### config.mk
export PLATFORM = sky130hd
export DESIGN_NAME = ram_arbiter_flat
export DESIGN_NICKNAME = d
export VERILOG_FILES = /design/src/rtl/ram_arbiter_pkg.sv /design/src/rtl/ram_arbiter_if.sv /design/src/rtl/ram_arbiter_burst_cnt.sv /design/src/rtl/ram_arbiter.sv /design/src/flat_wrapper.sv
export SDC_FILE = /design/constraint.sdc
export NUM_CORES = 1
export LEC_CHECK = 0
export ABC_AREA = 1
export BUFFER_PORTS_ARGS = -buffer_cell sky130_fd_sc_hd__buf_2
export CAP_MARGIN = 25
export CELL_PAD_IN_SITES_DETAIL_PLACEMENT = 2
export CELL_PAD_IN_SITES_GLOBAL_PLACEMENT = 2
export CORE_ASPECT_RATIO = 0.75
export CORE_UTILIZATION = 14
export CTS_CLUSTER_SIZE = 24
export DETAILED_ROUTE_END_ITERATION = 7
export PLACE_DENSITY = 0.8
export SETUP_SLACK_MARGIN = 0.05
export SYNTH_ARGS = -nofsm -noshare
export SYNTH_HDL_FRONTEND = slang
export SYNTH_SLANG_ARGS = --single-unit
### constraint.sdc
create_clock -name clk -period 3.4 [get_ports clk]
set_clock_uncertainty 0.15 [all_clocks]
set_input_delay 0.17 -clock clk [delete_from_list [all_inputs] [get_ports clk]]
set_output_delay 0.17 -clock clk [all_outputs]
set_load 0.005 [all_outputs]
### src/rtl/ram_arbiter_pkg.sv
// Shared types and constants for the CPU/AUX single-port RAM arbiter.
package ram_arbiter_pkg;

  typedef enum logic [1:0] {
    ARB_IDLE = 2'd0,
    ARB_CPU  = 2'd1,
    ARB_AUX  = 2'd2
  } arb_state_e;

  typedef enum logic {
    OWNER_CPU = 1'b0,
    OWNER_AUX = 1'b1
  } owner_e;

  localparam logic RW_READ  = 1'b1;
  localparam logic RW_WRITE = 1'b0;

  // Wide enough for BURST_MAX up to 15.
  localparam int unsigned CNT_W = 4;

  // CPU takes a tie unless round robin is on and it owned the bus last.
  function automatic logic cpu_wins_tie(input logic rr_en, input owner_e last_owner);
    return !rr_en || (last_owner != OWNER_CPU);
  endfunction

endpackage

### src/rtl/ram_arbiter_if.sv
// Bundle of both requester ports and the RAM-side port of ram_arbiter.
interface ram_arbiter_if #(
  parameter int unsigned ADDR_W = 8,
  parameter int unsigned WR_W   = 8,
  parameter int unsigned RD_W   = 16
);
  logic              cpu_req;
  logic              cpu_rw;
  logic [ADDR_W-1:0] cpu_adrs;
  logic [WR_W-1:0]   cpu_wdata;
  logic              cpu_gnt;
  logic              cpu_rvalid;
  logic [RD_W-1:0]   cpu_rdata;

  logic              aux_req;
  logic              aux_rw;
  logic [ADDR_W-1:0] aux_adrs;
  logic [WR_W-1:0]   aux_wdata;
  logic              aux_gnt;
  logic              aux_rvalid;
  logic [RD_W-1:0]   aux_rdata;

  logic              mem_rw;
  logic [ADDR_W-1:0] mem_adrs;
  logic [WR_W-1:0]   mem_wdata;
  logic [RD_W-1:0]   mem_rdata;

  // Requesters and RAM side.
  modport master (
    output cpu_req, cpu_rw, cpu_adrs, cpu_wdata,
    input  cpu_gnt, cpu_rvalid, cpu_rdata,
    output aux_req, aux_rw, aux_adrs, aux_wdata,
    input  aux_gnt, aux_rvalid, aux_rdata,
    input  mem_rw, mem_adrs, mem_wdata,
    output mem_rdata
  );

  // Arbiter side.
  modport slave (
    input  cpu_req, cpu_rw, cpu_adrs, cpu_wdata,
    output cpu_gnt, cpu_rvalid, cpu_rdata,
    input  aux_req, aux_rw, aux_adrs, aux_wdata,
    output aux_gnt, aux_rvalid, aux_rdata,
    output mem_rw, mem_adrs, mem_wdata,
    input  mem_rdata
  );
endinterface

### src/rtl/ram_arbiter_burst_cnt.sv
// Beat counter bounding one ownership to BURST_MAX granted beats.
module arb_burst_cnt
  import ram_arbiter_pkg::*;
#(
  parameter int unsigned BURST_MAX = 4
) (
  input  logic clk,
  input  logic clr,
  input  logic clear,
  input  logic inc,
  output logic last
);

  logic [CNT_W-1:0] r_cnt;

  always_ff @(posedge clk) begin
    if (clr || clear) begin
      r_cnt <= '0;
    end else if (inc) begin
      r_cnt <= r_cnt + CNT_W'(1);
    end
  end

  assign last = (r_cnt == CNT_W'(BURST_MAX - 1));

endmodule

### src/rtl/ram_arbiter.sv
// Shares one single-port RAM between the CPU and an AUX master with bounded bursts.
// Define RAM_ARB_RR_EN for round-robin tie-break; otherwise the CPU wins ties.
module ram_arbiter
  import ram_arbiter_pkg::*;
#(
  parameter int unsigned BURST_MAX = 4,
  parameter int unsigned ADDR_W    = 8,
  parameter int unsigned WR_W      = 8,
  parameter int unsigned RD_W      = 16
) (
  input  logic          clk,
  input  logic          clr,
  ram_arbiter_if.slave  bus
);

`ifdef RAM_ARB_RR_EN
  localparam logic RR_EN = 1'b1;
`else
  localparam logic RR_EN = 1'b0;
`endif

  arb_state_e        r_state;
  owner_e            r_last_owner;
  logic              r_cpu_rvalid;
  logic              r_aux_rvalid;

  logic              w_cpu_gnt;
  logic              w_aux_gnt;
  logic              w_beat;
  logic              w_last;
  logic              w_cnt_clear;
  logic              w_cpu_wins;
  logic              w_mem_rw;
  logic [ADDR_W-1:0] w_mem_adrs;
  logic [WR_W-1:0]   w_mem_wdata;
  logic [RD_W-1:0]   w_rdata;

  assign w_cpu_gnt   = (r_state == ARB_CPU) && bus.cpu_req;
  assign w_aux_gnt   = (r_state == ARB_AUX) && bus.aux_req;
  assign w_beat      = w_cpu_gnt || w_aux_gnt;
  assign w_cnt_clear = (r_state == ARB_IDLE);
  assign w_cpu_wins  = !bus.aux_req || cpu_wins_tie(RR_EN, r_last_owner);

  arb_burst_cnt #(
    .BURST_MAX (BURST_MAX)
  ) u_burst_cnt (
    .clk   (clk),
    .clr   (clr),
    .clear (w_cnt_clear),
    .inc   (w_beat),
    .last  (w_last)
  );

  always_ff @(posedge clk) begin
    if (clr) begin
      r_state      <= ARB_IDLE;
      r_last_owner <= OWNER_AUX;
      r_cpu_rvalid <= 1'b0;
      r_aux_rvalid <= 1'b0;
    end else begin
      r_cpu_rvalid <= w_cpu_gnt && (bus.cpu_rw == RW_READ);
      r_aux_rvalid <= w_aux_gnt && (bus.aux_rw == RW_READ);
      case (r_state)
        ARB_IDLE: begin
          if (bus.cpu_req && w_cpu_wins) begin
            r_state      <= ARB_CPU;
            r_last_owner <= OWNER_CPU;
          end else if (bus.aux_req) begin
            r_state      <= ARB_AUX;
            r_last_owner <= OWNER_AUX;
          end
        end
        // A dropped request or the final beat of a burst both hand back via IDLE.
        ARB_CPU: if (!bus.cpu_req || w_last) r_state <= ARB_IDLE;
        ARB_AUX: if (!bus.aux_req || w_last) r_state <= ARB_IDLE;
        default: r_state <= ARB_IDLE;
      endcase
    end
  end

  always_comb begin
    w_mem_rw    = RW_READ;
    w_mem_adrs  = '0;
    w_mem_wdata = '0;
    if (w_cpu_gnt) begin
      w_mem_rw    = bus.cpu_rw;
      w_mem_adrs  = bus.cpu_adrs;
      w_mem_wdata = bus.cpu_wdata;
    end else if (w_aux_gnt) begin
      w_mem_rw    = bus.aux_rw;
      w_mem_adrs  = bus.aux_adrs;
      w_mem_wdata = bus.aux_wdata;
    end
  end

  assign w_rdata        = bus.mem_rdata;
  assign bus.mem_rw     = w_mem_rw;
  assign bus.mem_adrs   = w_mem_adrs;
  assign bus.mem_wdata  = w_mem_wdata;
  assign bus.cpu_gnt    = w_cpu_gnt;
  assign bus.aux_gnt    = w_aux_gnt;
  assign bus.cpu_rvalid = r_cpu_rvalid;
  assign bus.aux_rvalid = r_aux_rvalid;
  assign bus.cpu_rdata  = w_rdata;
  assign bus.aux_rdata  = w_rdata;

endmodule

### src/flat_wrapper.sv
// flat-port wrapper written by rule: the top's interface ports become plain ports
module ram_arbiter_flat import ram_arbiter_pkg::*;
#(
  parameter int unsigned BURST_MAX = 4,
  parameter int unsigned ADDR_W    = 8,
  parameter int unsigned WR_W      = 8,
  parameter int unsigned RD_W      = 16
)
  (clk, clr, bus_cpu_req, bus_cpu_rw, bus_cpu_adrs, bus_cpu_wdata, bus_cpu_gnt, bus_cpu_rvalid, bus_cpu_rdata, bus_aux_req, bus_aux_rw, bus_aux_adrs, bus_aux_wdata, bus_aux_gnt, bus_aux_rvalid, bus_aux_rdata, bus_mem_rw, bus_mem_adrs, bus_mem_wdata, bus_mem_rdata);
  ram_arbiter_if #(.ADDR_W(ADDR_W), .WR_W(WR_W), .RD_W(RD_W)) bus_i ();
  input  logic clk;
  input  logic clr;
  input wire logic [$bits(bus_i.cpu_req)-1:0] bus_cpu_req;
  input wire logic [$bits(bus_i.cpu_rw)-1:0] bus_cpu_rw;
  input wire logic [$bits(bus_i.cpu_adrs)-1:0] bus_cpu_adrs;
  input wire logic [$bits(bus_i.cpu_wdata)-1:0] bus_cpu_wdata;
  output wire logic [$bits(bus_i.cpu_gnt)-1:0] bus_cpu_gnt;
  output wire logic [$bits(bus_i.cpu_rvalid)-1:0] bus_cpu_rvalid;
  output wire logic [$bits(bus_i.cpu_rdata)-1:0] bus_cpu_rdata;
  input wire logic [$bits(bus_i.aux_req)-1:0] bus_aux_req;
  input wire logic [$bits(bus_i.aux_rw)-1:0] bus_aux_rw;
  input wire logic [$bits(bus_i.aux_adrs)-1:0] bus_aux_adrs;
  input wire logic [$bits(bus_i.aux_wdata)-1:0] bus_aux_wdata;
  output wire logic [$bits(bus_i.aux_gnt)-1:0] bus_aux_gnt;
  output wire logic [$bits(bus_i.aux_rvalid)-1:0] bus_aux_rvalid;
  output wire logic [$bits(bus_i.aux_rdata)-1:0] bus_aux_rdata;
  output wire logic [$bits(bus_i.mem_rw)-1:0] bus_mem_rw;
  output wire logic [$bits(bus_i.mem_adrs)-1:0] bus_mem_adrs;
  output wire logic [$bits(bus_i.mem_wdata)-1:0] bus_mem_wdata;
  input wire logic [$bits(bus_i.mem_rdata)-1:0] bus_mem_rdata;
  assign bus_i.cpu_req = bus_cpu_req;
  assign bus_i.cpu_rw = bus_cpu_rw;
  assign bus_i.cpu_adrs = bus_cpu_adrs;
  assign bus_i.cpu_wdata = bus_cpu_wdata;
  assign bus_cpu_gnt = bus_i.cpu_gnt;
  assign bus_cpu_rvalid = bus_i.cpu_rvalid;
  assign bus_cpu_rdata = bus_i.cpu_rdata;
  assign bus_i.aux_req = bus_aux_req;
  assign bus_i.aux_rw = bus_aux_rw;
  assign bus_i.aux_adrs = bus_aux_adrs;
  assign bus_i.aux_wdata = bus_aux_wdata;
  assign bus_aux_gnt = bus_i.aux_gnt;
  assign bus_aux_rvalid = bus_i.aux_rvalid;
  assign bus_aux_rdata = bus_i.aux_rdata;
  assign bus_mem_rw = bus_i.mem_rw;
  assign bus_mem_adrs = bus_i.mem_adrs;
  assign bus_mem_wdata = bus_i.mem_wdata;
  assign bus_i.mem_rdata = bus_mem_rdata;
  ram_arbiter #(.BURST_MAX(BURST_MAX), .ADDR_W(ADDR_W), .WR_W(WR_W), .RD_W(RD_W)) u_core (.clk(clk), .clr(clr), .bus(bus_i));
endmodule
==> results of run 1 <==
[worst min path at each step]
stage / start / to / slack, ps
2_1_floorplan: clr / u_core.r_state[0] / 90
3_3_place_gp: bus_mem_rdata[11] / bus_aux_rdata[11] / 190
3_5_place_dp: bus_mem_rdata[11] / bus_aux_rdata[11] / 190
4_1_cts: clr / u_core.bus.aux_rvalid / 20
5_1_grt: clr / u_core.bus.aux_rvalid / 40
6_report: clr / u_core.bus.aux_rvalid / 20
[Yosys cell counts]
cell type                 instances  share of area (%)
sky130_fd_sc_hd__nand2_1         49                 21
sky130_fd_sc_hd__buf_4           32                 27
sky130_fd_sc_hd__nor2_1           9                3.8
sky130_fd_sc_hd__dfxtp_1          8                 18
sky130_fd_sc_hd__nand2_2          7                5.0
sky130_fd_sc_hd__a21oi_1          6                3.4
sky130_fd_sc_hd__nand3_1          6                3.4
sky130_fd_sc_hd__inv_1            4                1.7
sky130_fd_sc_hd__buf_12           2                4.6
sky130_fd_sc_hd__inv_2            2               0.85
sky130_fd_sc_hd__nand3_4          2                4.0
sky130_fd_sc_hd__o21ai_0          2                1.1
sky130_fd_sc_hd__ha_1             1                1.4
sky130_fd_sc_hd__inv_4            1               0.71
sky130_fd_sc_hd__inv_6            1                1.0
sky130_fd_sc_hd__nand2_4          1                1.3
sky130_fd_sc_hd__nand4_1          1               0.71
sky130_fd_sc_hd__nor3_1           1               0.57
[sequential cells by signal (all words and copies together) (netlist names)]
name / cells
u_core.bus.aux_rvalid: 1
u_core.bus.cpu_rvalid: 1
u_core.u_burst_cnt.r_cnt: 4
u_core.r_state: 2
[power groups by stage]
stage                     Combinational, mW  Sequential [mW]  Clock, mW
after global placement               0.0675            0.101          0
after floorplan                      0.0625            0.101          0
after CTS                            0.0692           0.0996      0.117
after global routing                 0.0767           0.0999      0.119
final                                0.0672           0.0995      0.113
after detailed placement             0.0687            0.101          0
[cell type report]
class | instances | area share [%]
Multi-Input combinational cell | 85 | 39.1
Sequential cell | 8 | 15.6
Tap cell | 78 | 9.49
Clock buffer | 3 | 4.01
Inverter | 8 | 3.65
Timing Repair Buffer | 58 | 28.2
[cell families (layout without fill, tap and decap cells)]
kind of cell / after synthesis / count (layout) / share of synthesized area [%]
simple gates: 76 / 76 / 39.7
buf+inv: 42 / 69 / 36.1
compound gates: 8 / 8 / 4.55
flops: 8 / 8 / 18.2
fa+ha+maj: 1 / 1 / 1.42
[per-layer routing]
metal	vias up	routed length [um]	part of all wire, %	global-route usage (%)
met5	-	0	0	0
met4	0	12	0.48	2.39
met3	2	141	5.6	1.08
met2	30	1280	51	13.3
met1	397	1070	43	9.05
li1	437	-	-	-
[stage by stage]
| step | util, % | hold slack [ps] | area (um^2) |
|---|---|---|---|
| floorplan | - | 89.1 | 880 |
| global placement | 16.6 | 190 | 987 |
| detailed placement | 16.6 | 190 | 987 |
| CTS | 17.3 | 17.5 | 1030 |
| global route | 17.3 | 37.1 | 1030 |
| finish | 17.3 | 20.3 | 1030 |
==> results by stage, run 1 <==
Floorplan:
- The die covers 6610 um^2.
- From bottom edge to top edge, the die measures 70.6 um.
- The width of the chip is 93.5 um.
- For this configuration, the core starts out at a cell density of 14.8%.
- In this run the standard cell core region covers 5950 um^2.
- The initialized floorplan defines 24 standard-cell rows.
- For this design the top-level I/O count stands at 107.

Layout:
- Cells with a size suffix above 1 make up 46.3% of the layout.
- The count of antenna diodes in the layout is 0.
- The net count of the finished layout is 219.
- The most common cell after layout, fill and taps aside is sky130_fd_sc_hd__buf_2.
- The library cells used most frequently in the layout, excluding fill and tap cells, are sky130_fd_sc_hd__buf_2, sky130_fd_sc_hd__nand2_1, sky130_fd_sc_hd__nor2_1, sky130_fd_sc_hd__dfxtp_1, sky130_fd_sc_hd__nand2_2.
- The sequential cells in the finished layout cover a total of 160 um^2.
- From synthesis to final layout, the design area changed by 16.9%.
- The multi-input combinational cells in the finished layout cover a total of 402 um^2.
- The final standard cell count with taps included and fillers excluded is 240.
- The layout has 736 filler cells.

Pwr:
- For this design the ratio of total power to cell area is 272 nW/um^2.
- The portion of total power attributed to the clock network is 40.5%.
- The internal power of the cells totals 0.205 mW.
- The highest ir drop seen on vdd is 0.0000888 V.
- In this run, the combinational gates consume 24.0% of the power.
- The net load switching power is 0.0755 mW.
- The completed layout was analyzed and its total power is 0.280 mW.
- The switching portion of total power is 26.9%.
- In this run, flip-flops and latches consume 35.5% of the power.
- The leakage power total is 0.565 nW.

Setup path:
- By instance count, the cell type seen most on the critical path is sky130_fd_sc_hd__nand2_1.
- Walking the worst path, the cells encountered are inv_2 > nand3_4 > inv_4 > nand2_1 > nand2_1 > buf_2.
- In this run the worst setup path terminates at bus_mem_adrs[7].
- Of all nets on the critical path, the largest fanout is 18.
- The number of cells on the critical path is 6.
- The setup slack of the most critical reg-to-reg path is 2220 ps.
- The largest single stage delay on the critical path is 350 ps.
- STA puts the critical path data required time at 3080 ps.
- The top cell family by delay on the critical path is buffers and inverters.
- The kind of start point of the critical path is a flop.
- The worst setup path is captured at a primary output.
- The worst setup path is of the reg -> out kind.
- Counting cells, the worst reg-to-reg path comes to 5.
- The most critical setup path has its startpoint at u_core.r_state[0].
- On the critical path, the stage with the largest delay is an instance of sky130_fd_sc_hd__dfxtp_1.
- The launch point of the worst reg-to-reg path is u_core.r_state[1].
- The critical path arrival is 1290 ps.
- The critical path contains buffers and inverters numbering 3 combined.
- The capture point of the worst reg-to-reg path is u_core.u_burst_cnt.r_cnt[3].

Clock network:
- Post-CTS timing repair inserted 0 buffers for setup.
- In this run the number of H-tree levels came out at 1.
- The clock latency at the later pin of the worst-skew pair is 230 ps.
- The number of gates resized after CTS was 0.
- The TritonCTS clock tree is yes.
- The largest buffer count on any clock path is 2.
- Clock tree synthesis inserted a total of 3 buffers.
- The number of hold buffers added after CTS was 0.
- The cell sitting at the root of the clock tree is a sky130_fd_sc_hd__clkbuf_8.
- After clock tree synthesis, the clock-pin slew on the worst setup and hold paths is 40 ps.
- The clock sink count is 8.

Placement:
- The count of input and output buffers is 58.
- Prior to clock tree synthesis, the placed netlist has a worst setup slack of 2000 ps.
- The post-DP HPWL is 2080 um.
- Routability-driven placement finished with a final weighted congestion of 0.707.
- In this run, placement finished with an instance count of 237.

Global route:
- The wire length of the first global-routing pass is 4040 um.
- The number of global-route vias before repair is 903.
- Global routing used 7.40% of the available tracks.
- Summed over all layers, the global routing overflow is 0.
- Entering global routing, the biggest net connects 19 pins.
- The number of antenna violations at the first check in global routing is 0.

Timing:
- Of the available clock period, the critical path in the final layout requires 47.2%.
- The final count of negative-setup-slack endpoints is 0.
- The setup TNS after final layout is 0 ps.
- For the pin with the worst max-slew slack, the measured transition is 257 ps.
- The worst pin sits at a relative slew slack of 82.8%.
- The final number of hold-violating endpoints is 0.
- Setup repair after global routing left no endpoint under its margin.
- Counting I/O delays and the setup requirement, the final critical path takes 1610 ps.
- Setup slack on the critical path of the routed design comes to 1790 ps.
- The final count of pins violating max slew is 0.
- Derived from the worst setup path, the maximum achievable clock frequency is 0.623 GHz.

Drt:
- For this run, the detailed router's first-pass iteration total came to 2.
- After detailed routing, the number of remaining DRC violations is 0.
- Using the TritonRoute via totals, the vias-per-cell ratio works out to 3.61.
- Detailed routing inserted a total of 866 vias.
- The average wire per standard cell is 10.4 um.
- In this run the remaining antenna-violating nets after routing total 0.
- The routed design has 2500 um of wire.
- The detailed router finished its first iteration with 43 violations.

Logic synthesis:
- The count of unique library cells instantiated by Yosys is 18.
- The synthesized flop and latch total is 8.
- Yosys printed 0 warnings.
- A synthesized cell averages 6.52 um^2.
- The post-synth design cell area is 880 um^2.
- The post-synthesis cell count is 135.
- The number of nets handed over by synthesis was 190.
- The share of synthesized area occupied by flip-flops and latches is 18.2%.

Status:
- The flow ran to the end, and the final reports show no timing, DRC or antenna violations.

Min path:
- The min-delay analysis places its worst path in the category in -> reg.
- Along the worst hold path, the cell count comes to 2.

Flow run:
- Across the run, the number of max-cap violations was 0.
(Power assumes the default switching activity.)
==> run 2, diff against run 1 <==
--- a/config.mk
+++ b/config.mk
@@ -11,10 +11,10 @@
 export CELL_PAD_IN_SITES_DETAIL_PLACEMENT = 2
 export CELL_PAD_IN_SITES_GLOBAL_PLACEMENT = 2
 export CORE_ASPECT_RATIO = 0.75
-export CORE_UTILIZATION = 14
+export CORE_UTILIZATION = 13
 export CTS_CLUSTER_SIZE = 24
 export DETAILED_ROUTE_END_ITERATION = 7
-export PLACE_DENSITY = 0.8
+export PLACE_DENSITY = 0.75
 export SETUP_SLACK_MARGIN = 0.05
 export SYNTH_ARGS = -nofsm -noshare
 export SYNTH_HDL_FRONTEND = slang
==> constraint.sdc (replaced) <==
create_clock -name clk -period 1.7 [get_ports clk]
set_clock_uncertainty 0.15 [all_clocks]
set_input_delay 0.085 -clock clk [delete_from_list [all_inputs] [get_ports clk]]
set_output_delay 0.085 -clock clk [all_outputs]
set_load 0.005 [all_outputs]
==> run 2 against run 1 <==
  * Routed wire length grew 12%
  * Setup slack lost 1600 ps
  * Critical path type unchanged
  * Design area grew 3.5%
  * Via count grew 4.0%
  * First-iteration DRC count shrank 60%
  * Sequential power grew 100%
  * Critical path depth is the same
  * Count of clock-buffer cells in the layout is the same
  * Sequential cell count is the same
  * Die area grew 7.5%
  * Combinational power grew 110%
==> results by stage, run 2 (synthesized netlist as in run 1, its figures left out) <==
Status:
- The flow ran to the end, and the final reports show no timing, DRC or antenna violations.

Min path:
- The worst hold path cell count is 3.
- The startpoint of the lowest-slack hold path is bus_cpu_req.
- The type of the most critical hold path is in -> reg.
- The endpoint with the worst hold slack is u_core.r_state[0].

Clock network:
- The number of setup buffers added after CTS is 0.
- The number of CTS-inserted buffers is 3.
- The clock sink count is 8.
- In this run the number of H-tree levels came out at 1.
- Clock-pin slew was measured on the worst setup and hold paths at 40 ps.
- The TritonCTS clock tree is yes.
- Clock latency on the worst-skew pair, taken at its later pin, is 230 ps.
- The largest buffer count on any clock path is 2.
- The root cell of the clock tree is sky130_fd_sc_hd__clkbuf_8.

Setup path:
- The launch point of the worst reg-to-reg path is u_core.r_state[1].
- In this run the register-to-register setup slack is 480 ps.
- The startpoint-to-endpoint class of the critical path is reg -> out.
- The kind of start point of the critical path is a flop.
- Tracing the worst setup path back leads to its startpoint at u_core.r_state[1].
- At the worst endpoint, the arrival time is 1290 ps.
- The endpoint identified for the worst register-to-register timing path is u_core.u_burst_cnt.r_cnt[2].
- The critical path data required time is 1460 ps.
- The worst register-to-register path has a depth of 6.
- The worst setup path is captured at a primary output.
- Along the worst path, the maximum fanout reaches 17.

Layout:
- The filler cell count is 778.
- The area growth from synthesis to layout is 21.1%.
- The repair_antennas step left the layout with diodes totalling 0.
- The library cell used most frequently in the layout, excluding fill and tap cells, is sky130_fd_sc_hd__buf_2.
- In the final layout, the registers with the most flip-flops are u_core.u_burst_cnt.r_cnt (4), u_core.r_state (2).
- The top cell types in the final layout, fill and taps aside, are sky130_fd_sc_hd__buf_2, sky130_fd_sc_hd__nand2_1, sky130_fd_sc_hd__nor2_1, sky130_fd_sc_hd__dfxtp_1, sky130_fd_sc_hd__nand2_2.
- Counting flops per register, the top entry is u_core.u_burst_cnt.r_cnt.
- For this run, the share of the core covered by cells in the final layout is 16.6%.
- The number of flip-flops in the largest register is 4.
- Cells with a size suffix above 1 make up 45.5% of the layout.
- The net count of the finished layout is 222.

Floorplan:
- The die is 73.2 um tall.
- The floorplan has 25 rows.
- The initial utilization of the core area, before any placement, comes to 13.7%.
- The area enclosed by the die boundary is 7100 um^2.
- The total I/O pin count is 107.
- The width of the chip is 97.0 um.
- The core footprint is 6410 um^2.

Pwr:
- The register share of total power is 34.5%.
- In this run, the combinational gates consume 24.8% of the power.
- The switching portion of total power is 28.2%.
- The leakage power total is 0.577 nW.
- The worst-case IR drop observed on VDD is 0.000153 V.
- The power density of the placed cells is 543 nW/um^2.
- The net load switching power is 0.163 mW.
- The portion of total power attributed to the clock network is 40.7%.
- Internal power comes to 0.415 mW.
- The total power is 0.578 mW.

Timing:
- Setup repair after global routing left no endpoint under its margin.
- Of the available clock period, the critical path in the final layout requires 89.6%.
- For the final routed database, the setup TNS stands at 0 ps.
- The max-slew headroom at the worst pin is 84.9%.
- The final number of hold-violating endpoints came to 0.
- The minimum clock period is 1520 ps.
- The pin slew with the least headroom to its limit is 226 ps.
- The final count of pins violating max slew came to 0.
- Setup violations remaining at the end of the flow were counted as 0.
- For this run, the top clock speed supported by timing is 0.657 GHz.

Global route:
- The number of global-route vias before repair is 908.
- Entering global routing, the biggest net connects 19 pins.
- The number of antenna violations at the first check in global routing is 0.
- The all-layer global routing usage is 7.81%.
- The first global-routing pass estimated 4260 um of wire.
- The sum of overflow across all layers after global routing is 0.

Drt:
- The detailed router finished its first iteration with 17 violations.
- The via count is 901.
- The average wire per standard cell is 11.4 um.
- Before antenna repair, the detailed router went through 4 iterations.
- For this block, the routed nets add up to 2800 um of wire.
- After detailed routing, the number of vias per cell comes to 3.66.
- The remaining number of nets flagged by the antenna check after routing is 0.
- In the routed design, unresolved DRC markers number 0.

Placement:
- The count of input and output buffers is 58.
- The weighted congestion at the end of routability-driven global placement is 0.760.
- Once detailed placement completed, the half-perimeter wirelength came to 2260 um.

Flow run:
- The tool flagged a number of max-cap violations equal to 0.
## run 2: cell types whose count changed in the layout (fill, tap and decap cells not counted), sizes merged
cell | previous run | this run
dlygate4sd3 | 0 | 3
## run 2: worst max-delay path: stages (launching register included)
cell	delay [ps]
sky130_fd_sc_hd__dfxtp_1	360
sky130_fd_sc_hd__inv_2	120
sky130_fd_sc_hd__nand3_4	140
sky130_fd_sc_hd__inv_6	170
sky130_fd_sc_hd__nand2_1	70
sky130_fd_sc_hd__nand2_1	70
sky130_fd_sc_hd__buf_2	110
## run 2: worst max-delay path by stage
stage / slack, ps / cells past startpoint / to
2_1_floorplan: 590 / 6 / bus_mem_adrs[4]
3_3_place_gp: 420 / 6 / bus_mem_adrs[4]
3_5_place_dp: 380 / 6 / bus_mem_adrs[4]
4_1_cts: 120 / 6 / bus_mem_adrs[4]
5_1_grt: 60 / 6 / bus_mem_wdata[1]
6_report: 180 / 6 / bus_mem_wdata[3]
## run 2: layout make-up
type	count	area [um^2]	share of cell area, %
inverter	8	40.0	3.76
tap	81	101	9.52
multi-input combinational	85	402	37.7
clock buffer	3	41.3	3.88
timing repair buffer	61	320	30.1
sequential	8	160	15.0
## run 2: per-stage QoR
step	instances	setup slack [ps]	cell area, um^2	hold WS, ps
3_5_place_dp	240	383	991	20.1
6_report	246	177	1060	16.0
2_1_floorplan	135	588	880	4.07
4_1_cts	246	122	1060	3.15
5_1_grt	246	63.8	1060	20.0
3_3_place_gp	240	422	991	20.1
## run 2: repair_timing
action / CTS / global route
setup endpoints to repair: 0 / 1
hold buffers: 3 / 0
resized for setup: 0 / 1
hold endpoints to repair: 4 / 0
## run 2: layer usage
metal,track usage [%],part of all wire [%]
met1,8.52,40
met5,0,0
met2,13.5,51
met3,2.97,6.2
met4,3.98,2.0
## run 2: power by group through the flow
stage / combinational, mW / sequential (mW) / clock [mW]
after CTS: 0.146 / 0.200 / 0.252
final: 0.143 / 0.200 / 0.235
after detailed placement: 0.140 / 0.203 / 0
after global placement: 0.135 / 0.202 / 0
after global routing: 0.160 / 0.200 / 0.261
after floorplan: 0.125 / 0.201 / 0
==> run 3, diff against run 2 <==
--- a/config.mk
+++ b/config.mk
@@ -12,6 +12,7 @@
 export CELL_PAD_IN_SITES_GLOBAL_PLACEMENT = 2
 export CORE_ASPECT_RATIO = 0.75
 export CORE_UTILIZATION = 13
+export CTS_BUF_LIST = sky130_fd_sc_hd__clkbuf_16
 export CTS_CLUSTER_SIZE = 24
 export DETAILED_ROUTE_END_ITERATION = 7
 export PLACE_DENSITY = 0.75
==> run 3 against run 2 <==
  * Final cell count is the same
  * Critical path depth unchanged
  * Sequential share of layout area decreased by 0.46 points
  * Hold slack better by 3.2 ps
  * Sequential cell count stayed put
  * Sequential power is essentially flat
  * Clock power rose by 67%
  * Count of clock-buffer cells in the layout unchanged
  * Setup slack better by 1.2 ps
  * Core utilization rose by 0.53 points
  * First-iteration DRC count up 12%
==> results by stage, run 3 (synthesized netlist as in run 1, its figures left out) <==
Pwr:
- The leakage power total is 0.592 nW.
- The power density of the placed cells is 670 nW/um^2.
- The highest ir drop seen on vdd is 0.000218 V.
- The design draws 0.736 mW.

Floorplan:
- The initial utilization of the core area, before any placement, comes to 13.7%.
- After floorplanning, the core was divided into 25 placement rows.
- The chip height is 73.2 um.
- The floorplan step defined a core boundary enclosing 6410 um^2.
- Pin placement for this block handled 107 I/O pins.
- The width of the chip is 97.0 um.
- The area enclosed by the die boundary is 7100 um^2.

Clock network:
- The H-tree depth reported by CTS is 1.
- CTS saw 8 sinks.
- TritonCTS built the clock tree.
- After clock tree synthesis, the clock-pin slew on the worst setup and hold paths is 40 ps.
- In this run, CTS created clock tree buffers numbering 3.
- The clock latency at the later pin of the worst-skew pair is 230 ps.
- The largest buffer count on any clock path is 2.
- The root cell of the clock tree is sky130_fd_sc_hd__clkbuf_16.

Layout:
- Compared with the post-synthesis result, the final layout area differs by 24.9%.
- The number of antenna diodes in the final layout is 0.
- The fraction of final layout cells with drive strength greater than 1 is 45.5%.
- In the layout the commonest cells are sky130_fd_sc_hd__buf_2, sky130_fd_sc_hd__nand2_1, sky130_fd_sc_hd__nor2_1, sky130_fd_sc_hd__dfxtp_1, sky130_fd_sc_hd__nand2_2.
- In the final layout, the multi-input gates occupy 402 um^2.
- The sequential cells in the finished layout cover a total of 160 um^2.
- The filler cell count is 780.
- In the final layout, the registers with the most flip-flops are u_core.u_burst_cnt.r_cnt (4), u_core.r_state (2).
- The register with the most flip-flops in the layout has 4 of them.
- The largest register by flop count is u_core.u_burst_cnt.r_cnt.
- After the last flow step, the layout net total stands at 222.
- The library cell used most frequently in the layout, excluding fill and tap cells, is sky130_fd_sc_hd__buf_2.

Timing:
- The final count of pins violating max slew is 0.
- At the pin with the least slew margin, the transition time is 257 ps.
- Setup repair after global routing left no endpoint under its margin.
- Hold is met by 19.1 ps.
- The setup TNS after final layout is 0 ps.
- After layout, the worst path uses 89.5% of the clock period.
- The final number of hold-violating endpoints is 0.
- The minimum clock period is 1520 ps.
- Setup violations remaining at the end of the flow were counted as 0.
- The max-slew headroom at the worst pin is 82.8%.
- The slack of the critical path is 178 ps.
- Based on the critical path, the design can be clocked at up to 0.657 GHz.

Placement:
- Timing analysis after detailed placement gives a worst setup slack of 383 ps.
- After legalization and detailed placement, the total HPWL measured 2260 um.
- The count of input and output buffers is 58.
- The weighted congestion at the end of routability-driven global placement is 0.760.

Drt:
- The DRC marker count from the first detailed-route iteration is 19.
- For this block, the routed nets add up to 2740 um of wire.
- The routed layout has 898 vias.
- The first-pass detailed-route iteration total is 2.
- The remaining number of nets flagged by the antenna check after routing is 0.
- The number of remaining DRC errors is 0.
- In the routed layout, each cell is associated on average with a via count of 3.65.
- The average wire per standard cell is 11.2 um.

Status:
- The flow ran to the end, and the final reports show no timing, DRC or antenna violations.

Setup path:
- The critical path goes through inv_2 > nand3_4 > inv_6 > nand2_1 > nand2_1 > buf_2.
- The nature of the critical path endpoint is a primary output.
- The worst setup path is launched from a flop.
- The critical path is of the reg -> out type.
- The library cell appearing most often on the critical path is sky130_fd_sc_hd__nand2_1.
- The slowest stage of the critical path belongs to the cell sky130_fd_sc_hd__dfxtp_1.
- Grouping stages by cell kind, the critical path spends the most delay in buffers and inverters.
- The critical path data required time is 1460 ps.
- The largest single stage delay on the critical path is 360 ps.
- The critical path arrival is 1290 ps.
- The largest fanout on the critical path is 17.
- The worst path buffer plus inverter count is 3.

Flow run:
- The max-cap violation count is 0.

Global route:
- In the global route stage, overall resource usage came out at 7.56%.
- The pin count of the biggest net entering global routing is 19.
- Global routing finished with a remaining overflow of 0.
- The number of global-route vias before repair is 897.
- The first global-routing pass estimated 4170 um of wire.
- The number of antenna violations at the first check in global routing is 0.

Min path:
- The type of the most critical hold path is in -> reg.
==> run 3: worst register-to-register path, delay by kind of cell (launching register included) <==
family / cells / cell delay [ps]
compound gates: 1 / 130
buf+inv: 1 / 100
flops: 1 / 430
simple gates: 3 / 290
==> run 3: metrics by stage <==
step           cell area, um^2  instances  util [%]
6_report                  1100        246      17.1
5_1_grt                   1100        246      17.1
4_1_cts                   1100        246      17.1
3_5_place_dp               991        240      15.5
3_3_place_gp               991        240      15.5
2_1_floorplan              880        135         -
==> run 3: layout make-up <==
| type | instances | area share [%] |
|---|---|---|
| repair buffers | 61 | 29.2 |
| inverters | 8 | 3.64 |
| clock buffers | 3 | 6.83 |
| well taps | 81 | 9.23 |
| multi-input cells | 85 | 36.6 |
| flip-flops and latches | 8 | 14.6 |
==> run 3: routing by layer <==
layer	vias to the layer above	wire (um)	track usage, %
met5	-	0	0
met4	0	0	2.99
met3	0	171	2.97
met2	38	1440	12.8
met1	414	1130	8.63
li1	446	-	-
==> run 3: what timing repair did <==
item | in CTS | in global routing
gates resized for setup | 0 | 1
hold endpoints to repair | 4 | 0
setup endpoints to repair | 0 | 1
setup buffers | 0 | 0
hold buffers | 3 | 0
==> run 3: report_power, final <==
group          internal (mW)  switching (mW)  total [mW]
Clock                  0.303          0.0898       0.393
Sequential             0.193         0.00666       0.200
Combinational         0.0678          0.0755       0.143
==> run 3: worst paths after layout <==
| path | from | endpoint | slack, ps | cells after the start |
|---|---|---|---|---|
| setup / recovery | u_core.r_state[1] | bus_mem_wdata[3] | 180 | 6 |
| hold reg to reg | u_core.u_burst_cnt.r_cnt[1] | u_core.u_burst_cnt.r_cnt[1] | 380 | 2 |
| hold / removal | bus_cpu_req | u_core.r_state[0] | 20 | 3 |
| setup reg to reg | u_core.r_state[1] | u_core.u_burst_cnt.r_cnt[2] | 490 | 5 |
